$ cat config.mk
export PLATFORM = sky130hd
export DESIGN_NAME = tx_char_sched_flat
export DESIGN_NICKNAME = d
export VERILOG_FILES = /design/src/rtl/tx_char_pkg.sv /design/src/rtl/tx_char_sched_if.sv /design/src/rtl/tx_credit_ctr.sv /design/src/rtl/tx_char_sched.sv /design/src/flat_wrapper.sv
export SDC_FILE = /design/constraint.sdc
export NUM_CORES = 1
export LEC_CHECK = 0
export CAP_MARGIN = 0
export CELL_PAD_IN_SITES_DETAIL_PLACEMENT = 1
export CELL_PAD_IN_SITES_GLOBAL_PLACEMENT = 1
export CORE_ASPECT_RATIO = 0.7
export CORE_UTILIZATION = 40
export DETAILED_ROUTE_END_ITERATION = 8
export PLACE_DENSITY_LB_ADDON = 0.15
export SETUP_SLACK_MARGIN = 0.3
export SLEW_MARGIN = 20
export SYNTH_ARGS = -nofsm -noshare
export SYNTH_HDL_FRONTEND = slang
export SYNTH_SLANG_ARGS = --single-unit
$ cat constraint.sdc
create_clock -name TxClk -period 3.11 [get_ports TxClk]
set_input_delay 0.311 -clock TxClk [delete_from_list [all_inputs] [get_ports TxClk]]
set_output_delay 0.311 -clock TxClk [all_outputs]
set_load 0.05 [all_outputs]
$ cat src/rtl/tx_char_pkg.sv
// Shared definitions for the DS-link character scheduler: control codes,
// character lengths, character kinds and the character builder with parity.
package tx_char_pkg;

  // Control codes are stored with bit 0 as the first bit on the wire.
  localparam logic [1:0] CODE_FCT  = 2'b00;
  localparam logic [1:0] CODE_EOP1 = 2'b10;
  localparam logic [1:0] CODE_EOP2 = 2'b01;
  localparam logic [1:0] CODE_ESC  = 2'b11;

  localparam logic [3:0] CTRL_LEN = 4'd4;
  localparam logic [3:0] DATA_LEN = 4'd10;
  localparam logic [3:0] NULL_LEN = 4'd8;

  typedef enum logic [2:0] {
    CH_NONE = 3'd0,
    CH_FCT  = 3'd1,
    CH_DATA = 3'd2,
    CH_EOP  = 3'd3,
    CH_NULL = 3'd4
  } ch_kind_e;

  typedef struct packed {
    logic [9:0] bits;
    logic [3:0] len;
    logic       hist;
  } char_t;

  function automatic logic odd_parity(input logic hist, input logic flag);
    return ~(hist ^ flag);
  endfunction

  function automatic logic [3:0] ctrl_bits(input logic hist, input logic [1:0] code);
    return {code, 1'b1, odd_parity(hist, 1'b1)};
  endfunction

  // hist is the XOR of the previous character's data/code bits.
  function automatic char_t build_char(input ch_kind_e kind, input logic [8:0] word,
                                       input logic hist);
    char_t      c;
    logic [1:0] eop_code;
    c.bits   = 10'd0;
    c.len    = 4'd0;
    c.hist   = hist;
    eop_code = word[0] ? CODE_EOP2 : CODE_EOP1;
    case (kind)
      CH_FCT: begin
        c.bits = {6'd0, ctrl_bits(hist, CODE_FCT)};
        c.len  = CTRL_LEN;
        c.hist = ^CODE_FCT;
      end
      CH_EOP: begin
        c.bits = {6'd0, ctrl_bits(hist, eop_code)};
        c.len  = CTRL_LEN;
        c.hist = ^eop_code;
      end
      CH_DATA: begin
        c.bits = {word[7:0], 1'b0, odd_parity(hist, 1'b0)};
        c.len  = DATA_LEN;
        c.hist = ^word[7:0];
      end
      CH_NULL: begin
        c.bits = {2'd0, ctrl_bits(^CODE_ESC, CODE_FCT), ctrl_bits(hist, CODE_ESC)};
        c.len  = NULL_LEN;
        c.hist = ^CODE_FCT;
      end
      default: begin
        c.bits = 10'd0;
        c.len  = 4'd0;
      end
    endcase
    return c;
  endfunction

endpackage

$ cat src/rtl/tx_char_sched_if.sv
// Link-side bundle of the character scheduler: permissions, FCT and data
// handshakes, credit status and the PHY bit lines.
interface tx_char_sched_if #(
  parameter int CW = 6
);
  logic          Enable;
  logic          SendNulls;
  logic          SendFcts;
  logic          SendData;
  logic          FctReq;
  logic          FctAck;
  logic          TxValid;
  logic [8:0]    TxData;
  logic          TxReady;
  logic          FctRx;
  logic [CW-1:0] Credit;
  logic          CreditErr;
  logic          Tx1;
  logic          Tx0;
  logic          PhyReset;

  modport master (
    output Enable, SendNulls, SendFcts, SendData, FctReq, TxValid, TxData, FctRx,
    input  FctAck, TxReady, Credit, CreditErr, Tx1, Tx0, PhyReset
  );

  modport slave (
    input  Enable, SendNulls, SendFcts, SendData, FctReq, TxValid, TxData, FctRx,
    output FctAck, TxReady, Credit, CreditErr, Tx1, Tx0, PhyReset
  );
endinterface

$ cat src/rtl/tx_credit_ctr.sv
// Peer flow-control credit: grows per received FCT, shrinks per data/EOP
// sent, refuses any update that would pass the ceiling and flags it stickily.
module tx_credit_ctr
  import tx_char_pkg::*;
#(
  parameter int CREDIT_PER_FCT = 8,
  parameter int MAX_CREDIT     = 56,
  parameter int CW             = 6
) (
  input  logic          clk,
  input  logic          rst_n,
  input  logic          clr,
  input  logic          fct_rx,
  input  logic          dec,
  output logic [CW-1:0] credit,
  output logic          credit_err
);

  localparam logic [CW:0] INC_C = (CW+1)'(CREDIT_PER_FCT);
  localparam logic [CW:0] MAX_C = (CW+1)'(MAX_CREDIT);

  logic [CW-1:0] credit_r;
  logic          credit_err_r;
  logic [CW:0]   next_s;
  logic          over_s;

  // Candidate credit value for this cycle and its ceiling check.
  always_comb begin
    next_s = {1'b0, credit_r};
    if (fct_rx) begin
      next_s = next_s + INC_C;
    end else begin
      next_s = next_s;
    end
    if (dec) begin
      next_s = next_s - (CW+1)'(1);
    end else begin
      next_s = next_s;
    end
    over_s = (next_s > MAX_C);
  end

  // Credit register and sticky overflow flag; clr wipes both.
  always_ff @(posedge clk or negedge rst_n) begin
    if (!rst_n) begin
      credit_r     <= {CW{1'b0}};
      credit_err_r <= 1'b0;
    end else if (clr) begin
      credit_r     <= {CW{1'b0}};
      credit_err_r <= 1'b0;
    end else if (fct_rx || dec) begin
      if (over_s) begin
        credit_err_r <= 1'b1;
      end else begin
        credit_r <= next_s[CW-1:0];
      end
    end
  end

  assign credit     = credit_r;
  assign credit_err = credit_err_r;

endmodule

$ cat src/rtl/tx_char_sched.sv
// DS-link character transmit scheduler: picks FCT, data/EOP or NULL at each
// character boundary and shifts it out one Tx1/Tx0 bit per clock.
module tx_char_sched
  import tx_char_pkg::*;
#(
  parameter int CREDIT_PER_FCT = 8,
  parameter int MAX_CREDIT     = 56,
  parameter int CW             = 6
) (
  input  logic           TxClk,
  input  logic           TxReset_n,
  tx_char_sched_if.slave bus
);

  localparam logic [1:0] ST_IDLE  = 2'd0;
  localparam logic [1:0] ST_LOAD  = 2'd1;
  localparam logic [1:0] ST_SHIFT = 2'd2;

  logic [1:0]    state_r;
  logic [9:0]    shift_r;
  logic [3:0]    cnt_r;
  logic          hist_r;
  logic          tx1_r;
  logic          tx0_r;
  logic          phy_reset_r;
  logic          fct_ack_r;
  logic          tx_ready_r;

  logic          boundary_s;
  ch_kind_e      kind_s;
  char_t         char_s;
  logic          dec_s;
  logic [CW-1:0] credit_s;
  logic          credit_err_s;

  tx_credit_ctr #(
    .CREDIT_PER_FCT (CREDIT_PER_FCT),
    .MAX_CREDIT     (MAX_CREDIT),
    .CW             (CW)
  ) u_credit (
    .clk        (TxClk),
    .rst_n      (TxReset_n),
    .clr        (~bus.Enable),
    .fct_rx     (bus.FctRx),
    .dec        (dec_s),
    .credit     (credit_s),
    .credit_err (credit_err_s)
  );

  // A boundary is any LOAD cycle, or the cycle carrying a character's last bit.
  always_comb begin
    boundary_s = 1'b0;
    if (!bus.Enable) begin
      boundary_s = 1'b0;
    end else if (state_r == ST_LOAD) begin
      boundary_s = 1'b1;
    end else if ((state_r == ST_SHIFT) && (cnt_r == 4'd0)) begin
      boundary_s = 1'b1;
    end else begin
      boundary_s = 1'b0;
    end
  end

  // Priority choice of the next character: FCT, then data/EOP, then NULL.
  always_comb begin
    kind_s = CH_NONE;
    if (!boundary_s) begin
      kind_s = CH_NONE;
    end else if (bus.SendFcts && bus.FctReq) begin
      kind_s = CH_FCT;
    end else if (bus.SendData && bus.TxValid && (credit_s != {CW{1'b0}})) begin
      kind_s = bus.TxData[8] ? CH_EOP : CH_DATA;
    end else if (bus.SendNulls) begin
      kind_s = CH_NULL;
    end else begin
      kind_s = CH_NONE;
    end
  end

  assign char_s = build_char(kind_s, bus.TxData, hist_r);
  assign dec_s  = (kind_s == CH_DATA) || (kind_s == CH_EOP);

  // Sequencer, shift register and registered PHY/handshake outputs.
  always_ff @(posedge TxClk or negedge TxReset_n) begin
    if (!TxReset_n) begin
      state_r     <= ST_IDLE;
      shift_r     <= 10'd0;
      cnt_r       <= 4'd0;
      hist_r      <= 1'b0;
      tx1_r       <= 1'b0;
      tx0_r       <= 1'b0;
      phy_reset_r <= 1'b1;
      fct_ack_r   <= 1'b0;
      tx_ready_r  <= 1'b0;
    end else if (!bus.Enable) begin
      // Abandon any partial character; it is never re-acknowledged.
      state_r     <= ST_IDLE;
      shift_r     <= 10'd0;
      cnt_r       <= 4'd0;
      hist_r      <= 1'b0;
      tx1_r       <= 1'b0;
      tx0_r       <= 1'b0;
      phy_reset_r <= 1'b1;
      fct_ack_r   <= 1'b0;
      tx_ready_r  <= 1'b0;
    end else begin
      case (state_r)
        ST_IDLE: begin
          state_r    <= ST_LOAD;
          tx1_r      <= 1'b0;
          tx0_r      <= 1'b0;
          fct_ack_r  <= 1'b0;
          tx_ready_r <= 1'b0;
        end
        ST_LOAD, ST_SHIFT: begin
          fct_ack_r  <= (kind_s == CH_FCT);
          tx_ready_r <= dec_s;
          if (boundary_s) begin
            phy_reset_r <= 1'b0;
            if (kind_s != CH_NONE) begin
              tx1_r   <= char_s.bits[0];
              tx0_r   <= ~char_s.bits[0];
              shift_r <= {1'b0, char_s.bits[9:1]};
              cnt_r   <= char_s.len - 4'd1;
              hist_r  <= char_s.hist;
              state_r <= ST_SHIFT;
            end else begin
              tx1_r   <= 1'b0;
              tx0_r   <= 1'b0;
              state_r <= ST_LOAD;
            end
          end else begin
            tx1_r   <= shift_r[0];
            tx0_r   <= ~shift_r[0];
            shift_r <= {1'b0, shift_r[9:1]};
            cnt_r   <= cnt_r - 4'd1;
          end
        end
        default: begin
          state_r     <= ST_IDLE;
          tx1_r       <= 1'b0;
          tx0_r       <= 1'b0;
          phy_reset_r <= 1'b1;
          fct_ack_r   <= 1'b0;
          tx_ready_r  <= 1'b0;
        end
      endcase
    end
  end

  assign bus.Tx1       = tx1_r;
  assign bus.Tx0       = tx0_r;
  assign bus.PhyReset  = phy_reset_r;
  assign bus.FctAck    = fct_ack_r;
  assign bus.TxReady   = tx_ready_r;
  assign bus.Credit    = credit_s;
  assign bus.CreditErr = credit_err_s;

endmodule

$ cat src/flat_wrapper.sv
// flat-port wrapper written by rule: the top's interface ports become plain ports
module tx_char_sched_flat import tx_char_pkg::*;
#(
  parameter int CREDIT_PER_FCT = 8,
  parameter int MAX_CREDIT     = 56,
  parameter int CW             = 6
)
  (TxClk, TxReset_n, bus_Enable, bus_SendNulls, bus_SendFcts, bus_SendData, bus_FctReq, bus_TxValid, bus_TxData, bus_FctRx, bus_FctAck, bus_TxReady, bus_Credit, bus_CreditErr, bus_Tx1, bus_Tx0, bus_PhyReset);
  tx_char_sched_if #(.CW(CW)) bus_i ();
  input  logic TxClk;
  input  logic TxReset_n;
  input wire logic [$bits(bus_i.Enable)-1:0] bus_Enable;
  input wire logic [$bits(bus_i.SendNulls)-1:0] bus_SendNulls;
  input wire logic [$bits(bus_i.SendFcts)-1:0] bus_SendFcts;
  input wire logic [$bits(bus_i.SendData)-1:0] bus_SendData;
  input wire logic [$bits(bus_i.FctReq)-1:0] bus_FctReq;
  input wire logic [$bits(bus_i.TxValid)-1:0] bus_TxValid;
  input wire logic [$bits(bus_i.TxData)-1:0] bus_TxData;
  input wire logic [$bits(bus_i.FctRx)-1:0] bus_FctRx;
  output wire logic [$bits(bus_i.FctAck)-1:0] bus_FctAck;
  output wire logic [$bits(bus_i.TxReady)-1:0] bus_TxReady;
  output wire logic [$bits(bus_i.Credit)-1:0] bus_Credit;
  output wire logic [$bits(bus_i.CreditErr)-1:0] bus_CreditErr;
  output wire logic [$bits(bus_i.Tx1)-1:0] bus_Tx1;
  output wire logic [$bits(bus_i.Tx0)-1:0] bus_Tx0;
  output wire logic [$bits(bus_i.PhyReset)-1:0] bus_PhyReset;
  assign bus_i.Enable = bus_Enable;
  assign bus_i.SendNulls = bus_SendNulls;
  assign bus_i.SendFcts = bus_SendFcts;
  assign bus_i.SendData = bus_SendData;
  assign bus_i.FctReq = bus_FctReq;
  assign bus_i.TxValid = bus_TxValid;
  assign bus_i.TxData = bus_TxData;
  assign bus_i.FctRx = bus_FctRx;
  assign bus_FctAck = bus_i.FctAck;
  assign bus_TxReady = bus_i.TxReady;
  assign bus_Credit = bus_i.Credit;
  assign bus_CreditErr = bus_i.CreditErr;
  assign bus_Tx1 = bus_i.Tx1;
  assign bus_Tx0 = bus_i.Tx0;
  assign bus_PhyReset = bus_i.PhyReset;
  tx_char_sched #(.CREDIT_PER_FCT(CREDIT_PER_FCT), .MAX_CREDIT(MAX_CREDIT), .CW(CW)) u_core (.TxClk(TxClk), .TxReset_n(TxReset_n), .bus(bus_i));
endmodule
# Yosys cells after proc, flatten, opt, wreduce, memory -nomap -nowiden
# Cells that the tools add are included.
op_classes:
  eq_ne: 16
  n_lt_le_gt_ge: 1
  n_bitwise: 3
  add_sub_neg: 4
  n_reduce_logical: 19
  mux: 50
op_table:
  columns: ["cell", "n"]
  rows:
  - ["14-bit case mux with 4 select lines", 1]
  - ["10-bit two-way mux", 4]
  - ["1-bit two-way mux", 25]
  - ["6-bit two-way mux", 3]
  - ["4-bit two-way mux", 4]
  - ["7-bit two-way mux", 2]
  - ["3-bit two-way mux", 4]
  - ["2-bit by 1-bit != test with 1-bit output (second input constant)", 5]
  - ["2-bit two-way mux", 4]
  - ["2-bit AND reduction", 4]
  - ["8-bit parity", 1]
  - ["4-bit by 1-bit subtractor with 4-bit output (second input constant)", 2]
  - ["6-bit by 4-bit adder with 7-bit output (second input constant)", 1]
  - ["7-bit by 6-bit > comparator with 1-bit output (second input constant)", 1]
  - ["7-bit by 1-bit subtractor with 7-bit output (second input constant)", 1]
  - ["3-bit by 2-bit == test with 1-bit output (second input constant)", 2]
  - ["6-bit nonzero test", 1]
  - ["1-bit logical AND", 4]
  - ["4-bit zero test", 1]
  - ["2-bit != test (second input constant)", 2]
  - ["4-bit by 2-bit != test with 1-bit output (second input constant)", 1]
  - ["2-bit case mux with 2 select lines", 1]
  - ["4-bit AND reduction", 1]
  - ["2-bit OR reduction", 2]
  - ["13 further kinds", 16]
word_totals:
  out_inout_bits: 12
  inputBits: 18
  regBits: 29

# Longest topological paths before layout
depth:
  word_depth: 13
  depth_mapped: 9

# Hierarchy
# From an unflattened synthesis, not the netlist that was laid out.
hier_totals:
  hier_cells: 211
  area_unflattened_um2: 2037.0
modules_own_cells:
  columns: ["mod", "area_per_inst_um2", "cells_each", "instances"]
  rows:
  - ["tx_char_sched", 1381.3, 142, 1]
  - ["tx_credit_ctr", 655.6, 69, 1]

# Least setup slack after synthesis
# Ideal clock, no wire load.
synth_path:
  kind: "register to register"
  from: "register u_core.u_credit.credit_r[4], in the netlist u_core.u_credit.credit[4]"
  to: "register u_core.u_credit.credit_r[3], in the netlist u_core.u_credit.credit[3]"
  t_arrival_ns: 2.418
  setup_slack_ns: 0.574
  path_buffers: 1
  t_required_ns: 2.991
  setup_ns: 0.119
  path_stages_with_launch: 9
  cell_sequence: "dfrtp_1 -> ha_1 -> xor3_1 -> nor2_1 -> o2111ai_1 -> o2bb2a_4 -> buf_6 -> o31a_1 -> o21a_1"
synth_between:
  elab_chain_len: 11
  elab_cells_between_ends: 20
  cone_classes: "add/sub (2); order compare (1); eq/ne (4); mux (8); reduce/logical (5)"
synth_rtl:
  columns: ["item", "line", "rtl"]
  rows:
  - ["from (decl)", "tx_credit_ctr.sv:22", "logic [CW-1:0] credit_r;"]
  - ["from (signal assigned)", "tx_credit_ctr.sv:46", "credit_r <= {CW{1'b0}};"]
  - ["from (signal assigned)", "tx_credit_ctr.sv:49", "credit_r <= {CW{1'b0}};"]
  - ["from (signal assigned)", "tx_credit_ctr.sv:55", "credit_r <= next_s[CW-1:0];"]
  - ["branches (longest 11 deep; another with 6-bit by 4-bit adder with 7-bit output)", null, null]
# Parallel ways; which one is timed is not known. The select of a mux whose other input is x is not followed.
# A chain may end at the register's enable or synchronous reset.

# Final worst setup path
layout_path:
  from: "register u_core.state_r[1]"
  to: "register u_core.cnt_r[3]"
layout_between:
  elab_chain_len: 13
  elab_cells_between_ends: 22
  cone_classes: "add/sub (1); eq/ne (8); mux (9); reduce/logical (4)"
layout_rtl:
  columns: ["item", "line", "rtl"]
  rows:
  - ["from (decl)", "tx_char_sched.sv:19", "logic [1:0] state_r;"]
  - ["from (signal assigned)", "tx_char_sched.sv:86", "state_r <= ST_IDLE;"]
  - ["from (signal assigned)", "tx_char_sched.sv:97", "state_r <= ST_IDLE;"]
  - ["from (signal assigned)", "tx_char_sched.sv:109", "state_r <= ST_LOAD;"]
  - ["2-bit == test", "tx_char_sched.sv:57, tx_char_sched.sv:107", null]
  - ["1-bit logical AND", "tx_char_sched.sv:57", "end else if ((state_r == ST_SHIFT) && (cnt_r == 4'd0)) begin"]
  - ["1-bit two-way mux", "tx_char_sched.sv:57", null]
  - ["1-bit two-way mux", "tx_char_sched.sv:55", "end else if (state_r == ST_LOAD) begin"]
  - ["1-bit two-way mux", "tx_char_sched.sv:53", "if (!bus.Enable) begin"]
  - ["3-bit two-way mux", "tx_char_sched.sv:67", "if (!boundary_s) begin"]
  - ["3-bit == test, or another cell as far along", "tx_char_pkg.sv:46", "case (kind)"]
  - ["14-bit case mux with 4 select lines", "tx_char_pkg.sv:46", null]
  - ["4-bit by 1-bit subtractor with 4-bit output", "tx_char_sched.sv:124", "cnt_r <= char_s.len - 4'd1;"]
  - ["4-bit two-way mux", "tx_char_sched.sv:120", "if (kind_s != CH_NONE) begin"]
  - ["4-bit two-way mux", "tx_char_sched.sv:118", "if (boundary_s) begin"]
  - ["4-bit two-way mux", "tx_char_sched.sv:107", "case (state_r)"]
  - ["4-bit two-way mux", "tx_char_sched.sv:95", "end else if (!bus.Enable) begin"]
  - ["to (signal assigned)", "tx_char_sched.sv:124", null]
  - ["to (signal assigned)", "tx_char_sched.sv:136", "cnt_r <= cnt_r - 4'd1;"]
  - ["to (decl)", "tx_char_sched.sv:21", "logic [3:0] cnt_r;"]
# Several ways; a longest one is shown, not always the timed one. The select of a mux whose other input is x is not followed.

==> summary.md <==
| Metric | Value |
|---|---|
| Ys flop type | `dfrtp_1` |
| Pre-CTS setup slack | `0.565 ns` |
| Worst-Skew Late Latency | `0.28 ns` |
| Asr flop ratio synth | `1.00` |
| Finish-stage setup viols | `0` |
| Cts hold-fix bufs | `0` |
| Num rows | `21` |
| Sequential Area | `702 um2` |
| Largest net degree at the start of global routing | `29` |
| Tmin final | `2.53 ns` |
| Ys Warns | `0` |
| Fmax | `395 MHz` |
| Routed vias | `1,800` |
| Worst slew pin tran | `0.646 ns` |
| Slew headroom | `0.564` |
| Cell variety after synth | `67` |
| Post-Synthesis Cells | `221` |
| Worst-path maximum fanout | `12` |
| Worst hold slack | `0.416 ns` |
| Die W | `88.8 um` |
| Post-route setup slack | `0.579 ns` |
| Fillers | `584` |
| Vias per inst | `5.66` |
| Area of the multi-input gates | `1290 um2` |
| # nets final | `275` |
| Final ANT Viol Nets | `0` |
| First-pass GRT wire length | `9330 um` |
| Initial core utilization | `0.429` |
| Layout cell share with drive strength beyond 1 | `0.124` |
| Clock sinks | `28` |
| Setup_tns | `0 ns` |
| Status | `complete, no violations` |
| Pwr dens | `582 nW/um2` |
| Unrepaired setup endpoints after global routing | `no` |
| Max-cap viol count | `0` |
| CP Data Required Time | `3.28 ns` |
| Initial antenna violation count | `0` |
| Ports | `30` |
| N_diodes | `0` |
| Top cells by area, synth | `dfrtp_1 (32%), nand2_1 (4.8%), ha_1 (4.2%)` |
| Max Clock Skew | `0.00805 ns` |
| Mapped Area | `2110 um2` |
| Net Count, Synth | `246` |
| Total power | `0.00145 W` |
| GRT Resource Usage Total | `0.218` |
| Worst min-delay path category | `input port to async pin` |
| RD Place Congestion | `0.897` |
| Yosys reg bits | `28` |
| Post-synth top area share | `0.320` |
| Number of synthesized flops with an enable pin | `0` |
| Die Area | `5570 um2` |
| Post-CTS sizing | `0` |
| Clk root buf | `clkbuf_8` |
| Sequential area share after synthesis | `0.333` |
| Drt pass-1 iters | `4` |
| WP data arrival | `2.71 ns` |
| Post-DP HPWL | `4290 um` |
| Avg Inst Size Synth | `9.54 um2` |
| DRC Markers | `0` |
| Die H | `62.7 um` |
| Post-CTS Setup Inserts | `0` |
| Total CTS buffers | `3` |
| Largest area contributor in the netlist | `dfrtp_1` |
| Core ar. | `4910 um2` |
| Detailed-route wire length | `5560 um` |
| Worst Setup Path Type | `flip-flop to flip-flop` |
| Fin. Hold Viols | `0` |
| Vias in the first global route | `1,830` |
| Tcrit/Tclk final | `0.814` |
| H-tree depth | `1` |
| DRT iter0 DRCs | `128` |
| Leakage | `1.01 nW` |
| Post-synth top cells | `dfrtp_1 (27), nand2_1 (27), o21ai_0 (15)` |
| CTS Buffer Depth | `2` |
| Max-slew violations | `0` |
| Setup crit start kind | `flip-flop` |
| Worst VDD drop | `0.347 mV` |
| Crit end category | `flip-flop` |
| PortBufs | `29` |
| CTS tree | `done` |
| Clk pin slew, worst setup/hold paths | `0.10 ns` |
| WL/cell | `17.5 um` |
| Grt ovf | `0` |
| Synth-to-Final Area Change | `18.4%` |
## cell families after synthesis
family	Yosys count	synth area share
and+or+nand+nor	79	0.227
AOI/OAI and AO/OA	66	0.240
DFF	28	0.333
buffers and inverters	20	0.0564
xor gates and xnor gates	16	0.0771
adders and majority gates	7	0.0415
muxes	5	0.0243
## path summary, 6_finish.rpt
path                                   start                   endpoint  slack (ns)  depth (start not counted)
min in group TxClk         u_core.shift_r[0]          u_core.shift_r[0]        0.50                          2
min reg2reg                u_core.shift_r[0]          u_core.shift_r[0]        0.50                          2
min                                TxReset_n  u_core.u_credit.credit[4]        0.42                          2
max in group asynchronous          TxReset_n        u_core.bus.PhyReset        2.39                          2
max                        u_core.state_r[1]            u_core.cnt_r[3]        0.58                          8
max reg2reg                u_core.state_r[1]            u_core.cnt_r[3]        0.58                          8
## routing by layer
metal | track usage | vias up | routed length [um]
met5 | 0 | - | 0
met4 | 0.0363 | 0 | 27
met3 | 0.0370 | 4 | 225
met2 | 0.327 | 35 | 2460
met1 | 0.330 | 891 | 2850
li1 | - | 870 | -
## metrics by stage
stage	std cells	instance area (um2)	util
final	318	2500	0.508
after global routing	318	2500	0.508
after CTS	318	2500	0.508
after detailed placement	314	2440	0.497
after global placement	314	2440	0.497
after floorplan	221	2110	-
## flip-flops by register name, indices dropped and copies added, names as in the netlist, 2 cells and up
| signal | cells |
|---|---|
| u_core.cnt_r | 4 |
| u_core.shift_r | 9 |
| u_core.state_r | 2 |
| u_core.u_credit.credit | 6 |
## cells in the final DEF, fill, tap and decap left out, types with 5 or more instances in the layout
| cell type | Yosys | layout |
|---|---|---|
| buf_4 | 1 | 5 |
| inv_1 | 10 | 10 |
| nor3_1 | 6 | 6 |
| clkdlybuf4s50_1 | 0 | 29 |
| o21ai_0 | 15 | 15 |
| xnor2_1 | 10 | 10 |
| nor2_1 | 8 | 8 |
| dfrtp_1 | 27 | 27 |
| a22oi_1 | 5 | 5 |
| a21oi_1 | 10 | 10 |
| nand3_1 | 5 | 5 |
| nand2_1 | 27 | 27 |
| ha_1 | 7 | 7 |
## critical path: stages (launching register included)
cell and delay [ns]:
dfrtp_1 0.43, inv_1 0.10, ha_1 0.49, a21oi_1 0.08, buf_4 0.19, or4_4 0.45, nand3_1 0.28, a221oi_1 0.10
a211o_1 0.31
## layout make-up
class | instances | share of cell area
flip-flops and latches | 28 | 0.281
multi-input cells | 173 | 0.516
well taps | 69 | 0.0346
repair buffers | 34 | 0.131
inverters | 10 | 0.0150
clock buffers | 4 | 0.0221
## where the power goes
group / switching (W) / internal, W / total (W)
registers: 0.0000714 / 0.000430 / 0.000501
clock network: 0.000119 / 0.000114 / 0.000233
logic: 0.000445 / 0.000274 / 0.000719
Note: power is estimated with default switching activity, not from simulation.
